File: src/rtl/voice_allocator.sv
// Polyphonic voice allocator: captures MIDI note events and assigns them to voices
// using a one-voice-per-cycle scan, with oldest-voice stealing when the bank is full.
module voice_allocator #(
  parameter int NUM_VOICES   = 4,
  parameter int MIDI_CHANNEL = 0,
  parameter bit OMNI         = 1'b1
) (
  input  logic                    clk,
  input  logic                    reset,
  input  logic                    midi_byte_ready,
  input  logic [7:0]              midi_byte0,
  input  logic [7:0]              midi_byte1,
  input  logic [7:0]              midi_byte2,
  output logic [NUM_VOICES-1:0]   voice_active,
  output logic [7*NUM_VOICES-1:0] voice_note,
  output logic [7*NUM_VOICES-1:0] voice_velocity,
  output logic [NUM_VOICES-1:0]   voice_trigger,
  output logic                    busy,
  output logic                    event_dropped
);
  localparam int IW = $clog2(NUM_VOICES);
  localparam logic [IW-1:0] LAST = IW'(NUM_VOICES - 1);

  typedef enum logic [1:0] {K_NONE, K_ON, K_OFF, K_ALL} kind_e;
  typedef enum logic [1:0] {S_IDLE, S_SCAN, S_COMMIT} state_e;
  typedef struct packed {
    kind_e      kind;
    logic [6:0] note;
    logic [6:0] vel;
  } evt_t;

  state_e                        r_state;
  logic                          r_rdy_q;
  evt_t                          r_work, r_pend;
  logic                          r_pend_vld;
  logic [IW-1:0]                 r_idx, r_match, r_free, r_old;
  logic                          r_match_v, r_free_v, r_old_v;
  logic [NUM_VOICES-1:0][6:0]    r_note, r_vel;
  logic [NUM_VOICES-1:0][IW-1:0] r_rank;

  evt_t          w_in, w_ld_evt;
  logic          w_edge, w_chan_ok, w_evt, w_ld, w_pend_wr, w_tgt_v;
  logic [IW-1:0] w_tgt;

  always_comb begin
    w_in.kind = K_NONE;
    w_in.note = midi_byte1[6:0];
    w_in.vel  = midi_byte2[6:0];
    case (midi_byte0[7:4])
      4'h8:    w_in.kind = K_OFF;
      4'h9:    w_in.kind = (midi_byte2 != 8'd0) ? K_ON : K_OFF;
      4'hB:    w_in.kind = (midi_byte1 == 8'd123) ? K_ALL : K_NONE;
      default: w_in.kind = K_NONE;
    endcase
  end

  assign w_chan_ok = OMNI || (midi_byte0[3:0] == 4'(MIDI_CHANNEL));
  assign w_edge    = midi_byte_ready && !r_rdy_q;
  assign w_evt     = w_edge && w_chan_ok && (w_in.kind != K_NONE);
  // A new event can start in IDLE or straight out of COMMIT; pending goes first.
  assign w_ld      = ((r_state == S_IDLE) || (r_state == S_COMMIT)) && (r_pend_vld || w_evt);
  assign w_ld_evt  = r_pend_vld ? r_pend : w_in;
  assign w_pend_wr = w_evt && !(w_ld && !r_pend_vld);
  assign w_tgt_v   = r_match_v || r_free_v || r_old_v;
  assign w_tgt     = r_match_v ? r_match : (r_free_v ? r_free : r_old);

  assign busy           = (r_state != S_IDLE);
  assign voice_note     = r_note;
  assign voice_velocity = r_vel;

  always_ff @(posedge clk) begin
    if (reset) begin
      r_state       <= S_IDLE;
      r_rdy_q       <= 1'b0;
      r_work        <= '0;
      r_pend        <= '0;
      r_pend_vld    <= 1'b0;
      r_idx         <= '0;
      r_match       <= '0;
      r_free        <= '0;
      r_old         <= '0;
      r_match_v     <= 1'b0;
      r_free_v      <= 1'b0;
      r_old_v       <= 1'b0;
      r_note        <= '0;
      r_vel         <= '0;
      voice_active  <= '0;
      voice_trigger <= '0;
      event_dropped <= 1'b0;
      for (int i = 0; i < NUM_VOICES; i++) r_rank[i] <= IW'(i);
    end else begin
      r_rdy_q       <= midi_byte_ready;
      voice_trigger <= '0;
      event_dropped <= 1'b0;

      if (w_pend_wr) begin
        r_pend        <= w_in;
        r_pend_vld    <= 1'b1;
        event_dropped <= r_pend_vld && !w_ld;
      end else if (w_ld && r_pend_vld) begin
        r_pend_vld <= 1'b0;
      end

      case (r_state)
        S_SCAN: begin
          if (voice_active[r_idx] && (r_note[r_idx] == r_work.note) && !r_match_v) begin
            r_match_v <= 1'b1;
            r_match   <= r_idx;
          end
          if (!voice_active[r_idx] && !r_free_v) begin
            r_free_v <= 1'b1;
            r_free   <= r_idx;
          end
          if (r_rank[r_idx] == LAST) begin
            r_old_v <= 1'b1;
            r_old   <= r_idx;
          end
          r_idx <= r_idx + 1'b1;
          if (r_idx == LAST) r_state <= S_COMMIT;
        end
        S_COMMIT: begin
          case (r_work.kind)
            K_ON: if (w_tgt_v) begin
              voice_active[w_tgt]  <= 1'b1;
              r_note[w_tgt]        <= r_work.note;
              r_vel[w_tgt]         <= r_work.vel;
              voice_trigger[w_tgt] <= 1'b1;
              // Age every voice newer than the target, target becomes newest.
              for (int j = 0; j < NUM_VOICES; j++)
                if (r_rank[j] < r_rank[w_tgt]) r_rank[j] <= r_rank[j] + 1'b1;
              r_rank[w_tgt] <= '0;
            end
            K_OFF:   if (r_match_v) voice_active[r_match] <= 1'b0;
            K_ALL:   voice_active <= '0;
            default: ;
          endcase
          r_state <= S_IDLE;
        end
        default: r_state <= S_IDLE;
      endcase

      if (w_ld) begin
        r_work    <= w_ld_evt;
        r_idx     <= '0;
        r_match_v <= 1'b0;
        r_free_v  <= 1'b0;
        r_old_v   <= 1'b0;
        r_state   <= (w_ld_evt.kind == K_ALL) ? S_COMMIT : S_SCAN;
      end
    end
  end
endmodule

File: config.mk
export PLATFORM = sky130hd
export DESIGN_NAME = voice_allocator
export DESIGN_NICKNAME = d
export VERILOG_FILES = /design/src/rtl/voice_allocator.sv
export SDC_FILE = /design/constraint.sdc
export NUM_CORES = 1
export LEC_CHECK = 0
export CAP_MARGIN = 5
export CORE_ASPECT_RATIO = 0.8
export CORE_MARGIN = 8
export CORE_UTILIZATION = 35
export DETAILED_ROUTE_END_ITERATION = 7
export GPL_ROUTABILITY_DRIVEN = 0
export PLACE_DENSITY_LB_ADDON = 0.15
export SYNTH_ARGS = -nofsm -noshare
export SYNTH_HDL_FRONTEND = slang
export SYNTH_SLANG_ARGS = --single-unit
export TNS_END_PERCENT = 5
File: constraint.sdc
create_clock -name clk -period 3.5 [get_ports clk]
set_input_delay 0.35 -clock clk [delete_from_list [all_inputs] [get_ports clk]]
set_output_delay 0.35 -clock clk [all_outputs]
set_load 0.005 [all_outputs]
==> results.yml, run 1 <==
worst_setup_path:
  cpLargestDelayFamily: "multiplexers"
  timing.critical_path.cells: "mux2i_1, o21a_1, mux4_2, inv_1, ha_1, nor3_1, o21ai_0, a211o_1"
  cp.required_ps: 3790
  critPathSlowestCell: "mux4_2"
  critPathMaxFanout: 6
  crit_type: "reg -> reg"
  max_stage_delay_ps: 540
  crit_path_end_kind: "flop"
  critPathLaunchType: "flop"
  cp.arrival_ps: 3140
  crit_buf_inv: 1
sta:
  finalCritPeriodShare_pct: 81.4
  max_freq_ghz: 0.351
  rsz0062_at_grt: "no"
  finClkSkew_ps: 8.96
  min_period_ps: 2850
  maxSlewHeadroom_pct: 34.0
  timing.final.ws_setup_ps: 652
  setup_tns_ps: 0
  hold_viol_final: 0
  worst_slew_pin_slew_ps: 989
  setup_violations: 0
  slew_viol_final: 0
grt:
  track_usage_pct: 15.3
  grt_pass1_wl_um: 22800
  grt_pass1_vias: 4069
  grt_antenna_before_repair: 0
  grt_max_degree: 47
  grt.overflow.total: 0
route:
  routed_wl_um: 14100
  wire_per_inst_um: 18.1
  post-route-drc-count: 0
  vias: 4044
  drt_pass1_iterations: 4
  ant_nets: 0
  avgViaCountPerCell: 5.20
  drt_iter0_markers: 235
floorplan:
  rows: 39
  die_w_um: 152
  die-area_mm2: 0.0189
  die_h_um: 125
  core_mm2: 0.0143
  start_util_pct: 36.0
  ios: 93
clock_network:
  cts_max_level: 4
  cts_tree: "built"
  cts_hold_buf: 0
  root_buffer: "clkbuf_16"
  clock-sinks: 120
  clk_latency_ps: 400
  cts-resized-gates: 0
  cts_inserted_buffers: 17
  cts.reportedPaths.clkPinSlew_ps: 50
  post_cts_buffers: 0
  clk_path_buf_depth: 2
synthesis:
  synth_cells: 495
  async_flop_share_pct: 0
  syn_area_per_cell_um2: 10.4
  synth_edf_count: 0
  synth_area_mm2: 0.00516
  yosys_warnings: 0
  synth_flop_cell: "dfxtp_1"
  synth.distinct_cells: 59
  synth_nets: 527
  seq_area_frac_synth_pct: 46.5
  yosys_register_bits: 120
final_layout:
  antenna_cells: 0
  multi_input_comb_area_mm2: 0.00255
  regArea_mm2: 0.00240
  area_growth_pct: 30.4
  drive_gt1_share_pct: 13.2
  finalNonFillerCells: 777
  fill_cells: 1342
  fin_nets: 613
placed_design:
  placedCellCount: 746
  hpwl_um: 9810
  place_ws_ps: 669
  io_buffer_count: 88
power_and_ir_drop:
  fin_total_pwr_mw: 3.17
  p_per_area_mw_per_mm2: 471
  switching_share_pct: 21.0
  pwr-share-comb_pct: 3.5
  p_int_mw: 2.50
  max-vdd-ir-drop_mv: 0.332
  p_sw_uw: 666
  total_leakage_power_nw: 2.27
  clkPwrFrac_pct: 52.5
  seqPwrFrac_pct: 44.0
run:
  maxCapViolCount: 0
worst_hold_path:
  min_path_type: "reg -> reg"
status:
  outcome: "finished clean"
stage by stage:
stage	utilization (%)	hold WS, ps	area, um2
3_3_place_gp	43.0	459	6160
4_1_cts	46.9	462	6730
6_report	46.9	467	6730
5_1_grt	46.9	484	6730
2_1_floorplan	-	453	5160
3_5_place_dp	43.0	454	6160
cell usage in the layout (no fill, tap or decap), types with 6 or more instances in the layout:
master | synthesis | final
dfxtp_1 | 120 | 120
mux4_2 | 9 | 9
clkbuf_16 | 0 | 17
nor2b_1 | 6 | 6
a211oi_1 | 16 | 16
xnor2_1 | 11 | 11
mux2i_1 | 38 | 38
o21ai_0 | 8 | 8
buf_4 | 0 | 11
nand3_1 | 6 | 6
inv_1 | 6 | 6
clkdlybuf4s50_1 | 0 | 87
a22o_1 | 42 | 42
a21oi_1 | 30 | 30
nor3_1 | 10 | 10
nor2_2 | 9 | 9
nor2_1 | 41 | 41
nand2_1 | 34 | 34
layout make-up:
cell class / count / area share [%]
clock buffer: 22 / 6.90
timing repair buffer: 99 / 14.2
sequential: 120 / 35.7
clock inverter: 9 / 1.49
inverter: 6 / 0.335
multi-input combinational: 337 / 37.9
tap: 184 / 3.42
sequential cells by signal, summed over array words and instances (netlist names), 2 cells and up:
name	cells
r_pend	16
r_rank	8
r_old	2
r_state	2
voice_active	4
r_work	16
r_idx	2
voice_velocity	28
voice_note	28
r_match	2
r_free	2
voice_trigger	4
Yosys cell counts (all sizes together) (3+ instances only):
cell / n / area [um2]
o211a: 3 / 30.0
nor3: 11 / 66.3
nand2b: 4 / 32.5
a22o: 42 / 368
o21ai: 10 / 57.6
a31oi: 3 / 18.8
nor4: 4 / 70.1
o21a: 5 / 37.5
a211oi: 18 / 160
mux4: 9 / 203
nor3b: 3 / 22.5
nand2: 34 / 128
nor2b: 6 / 37.5
a21oi: 31 / 159
inv: 6 / 22.5
dfxtp: 120 / 2400
buf: 23 / 153
clkbuf: 9 / 33.8
a2111oi: 3 / 26.3
nor2: 50 / 210
mux2i: 38 / 380
a311oi: 3 / 26.3
nand3: 6 / 30.0
ha: 5 / 62.6
nand4b: 3 / 26.3
xnor2: 11 / 96.3
o211ai: 5 / 37.5
cell families (layout without fill, tap and decap cells):
kind of cell / after synthesis / in the layout / synth area share (%)
AOI/OAI and AO/OA: 133 / 133 / 19.4
xor gates and xnor gates: 11 / 11 / 1.87
and+or+nand+nor: 140 / 140 / 15.4
DFF: 120 / 120 / 46.5
buffers and inverters: 38 / 136 / 4.05
adders and majority gates: 5 / 5 / 1.21
muxes: 48 / 48 / 11.5
power by group through the flow:
stage	sequential (mW)	combinational, mW	clock (mW)
after detailed placement	1.42	0.112	0
after global placement	1.42	0.111	0
after floorplan	1.41	0.0643	0
after global routing	1.39	0.121	1.76
after CTS	1.39	0.113	1.69
final	1.39	0.112	1.66
routing by layer:
metal  up-vias  routed length [um]  global-route usage (%)
li1       2011                   -                       -
met1      1931                6660                    21.4
met2        93                6500                    23.1
met3         9                 841                    3.30
met4         0                  97                    4.26
met5         -                   0                       0
worst reg2reg max path: cells and delay by family, from the launching register on:
kind,cells,cell delay (ps)
compound gates,3,770
fa+ha+maj,1,270
buf+inv,1,150
flops,1,460
mux,2,870
simple gates,1,220
final timing paths:
| check | to | slack [ps] | cells after the start | startpoint |
|---|---|---|---|---|
| min | voice_velocity[27] | 470 | 2 | voice_velocity[27] |
| max reg2reg | r_rank[5] | 650 | 8 | r_free_v |
| max | r_rank[5] | 650 | 8 | r_free_v |
| min reg2reg | voice_velocity[27] | 470 | 2 | voice_velocity[27] |
Power figures use the tool's default switching activity.
==> inputs of run 2 (changes only) <==
==> constraint.sdc (replaced) <==
create_clock -name clk -period 2.5 [get_ports clk]
set_input_delay 0.25 -clock clk [delete_from_list [all_inputs] [get_ports clk]]
set_output_delay 0.25 -clock clk [all_outputs]
set_load 0.005 [all_outputs]
==> run 2 against run 1 <==
Effect of this change: via count increased by 2.3%; clock skew increased by 2.3 ps; setup slack got worse by 510 ps; critical path depth unchanged; sequential cell count unchanged; largest power group unchanged.
==> results.yml, run 2 (synthesis gave the netlist of run 1 again) <==
worst_setup_path:
  crit_path_end_kind: "flop"
  cp.required_ps: 2790
  crit_type: "reg -> reg"
  crit_end: "r_rank[5]"
  reg2reg_slack_ps: 140
  startpoint: "r_free_v"
  cp.arrival_ps: 2650
  r2r-start: "r_free_v"
  r2r_end: "r_rank[5]"
  critPathMaxFanout: 4
  reg2regPathDepth: 8
  critPathLaunchType: "flop"
clock_network:
  clk_path_buf_depth: 2
  cts_hold_buf: 0
  root_buffer: "clkbuf_16"
  cts_max_level: 4
  cts_tree: "built"
  clk_latency_ps: 400
  cts.reportedPaths.clkPinSlew_ps: 50
  cts_inserted_buffers: 17
  post_cts_buffers: 0
  cts-resized-gates: 0
  clock-sinks: 120
placed_design:
  io_buffer_count: 88
  placed_area_mm2: 0.00630
  place_ws_ps: 20.1
  hpwl_um: 10000
  placedCellCount: 759
route:
  ant_nets: 0
  vias: 4135
  drt_pass1_iterations: 4
  avgViaCountPerCell: 5.24
  post-route-drc-count: 0
  routed_wl_um: 13800
  wire_per_inst_um: 17.5
  drt_iter0_markers: 255
floorplan:
  ios: 93
  core_mm2: 0.0143
  die_w_um: 152
  die-area_mm2: 0.0189
  rows: 39
  die_h_um: 125
  start_util_pct: 36.0
sta:
  finalCritPeriodShare_pct: 94.5
  finClkSkew_ps: 11.3
  rsz0062_at_grt: "no"
  hold_viol_final: 0
  holdWs_ps: 276
  setup_violations: 0
  worst_slew_pin_slew_ps: 677
  timing.final.ws_setup_ps: 138
  slew_viol_final: 0
  setup_tns_ps: 0
  maxSlewHeadroom_pct: 54.5
  min_period_ps: 2360
  max_freq_ghz: 0.423
worst_hold_path:
  min_path_type: "in -> reg"
grt:
  grt_antenna_before_repair: 0
  grt_max_degree: 49
  grt_pass1_vias: 4158
  grt.overflow.total: 0
  grt_pass1_wl_um: 22300
  track_usage_pct: 14.9
final_layout:
  utilization_pct: 48.1
  final_common_cell: "dfxtp_1"
  finalNonFillerCells: 789
  drive_gt1_share_pct: 16.0
  antenna_cells: 0
  layout_common_cells: "120 x dfxtp_1, 87 x clkdlybuf4s50_1, 42 x a22o_1, 40 x nor2_1, 36 x mux2i_1"
  design_area_mm2: 0.00691
  area_growth_pct: 33.8
  fin_nets: 626
power_and_ir_drop:
  p_per_area_mw_per_mm2: 658
  fin_total_pwr_mw: 4.55
  total_leakage_power_nw: 2.34
  max-vdd-ir-drop_mv: 0.504
run:
  maxCapViolCount: 0
status:
  outcome: "finished clean"
run 2: cell types whose count changed in the layout (fill, tap and decap cells not counted), sizes merged:
cell | previous run | this run
buf | 12 | 25
bufinv | 2 | 3
clkinv | 5 | 2
clkinvlp | 2 | 3
run 2: final cells by class:
type	instances	area, um2
Sequential cell	120	2400
Multi-Input combinational cell	337	2570
Clock inverter	8	123
Tap cell	184	230
Inverter	6	22.5
Clock buffer	22	464
Timing Repair Buffer	112	1090
Fill cell	1338	7440
run 2: how the worst min path moves through the flow:
stage / from / end / slack [ps] / cells after the start
finish: reset / voice_note[26] / 280 / 2
floorplan: midi_byte_ready / r_rdy_q / 380 / 1
global route: reset / voice_note[27] / 270 / 2
global placement: voice_velocity[23] / voice_velocity[23] / 440 / 2
CTS: reset / voice_note[27] / 250 / 2
detailed placement: voice_velocity[23] / voice_velocity[23] / 450 / 2
run 2: worst max-delay path, stage by stage, from the launching register on:
cell	delay, ps
dfxtp_1	370
mux2i_2	260
o21a_2	180
mux4_2	500
inv_2	110
ha_1	260
nor3_2	180
o21ai_0	100
a211o_1	290
run 2: where the power goes:
group          total (mW)  internal, mW  leakage, nW  switching, mW
Clock                2.44          1.60        0.278          0.831
Combinational       0.167        0.0779         1.10         0.0894
Sequential           1.95          1.93        0.968         0.0190
Total                4.55          3.61         2.34          0.939
run 2: routing by layer:
metal  global-route usage, %  up-vias  share of wire (%)
met5                       0        -                  0
met2                    22.5       95                 44
met4                    4.78        0               0.55
met3                    3.96        6                6.5
li1                        -     2034                  -
met1                    20.3     2000                 49
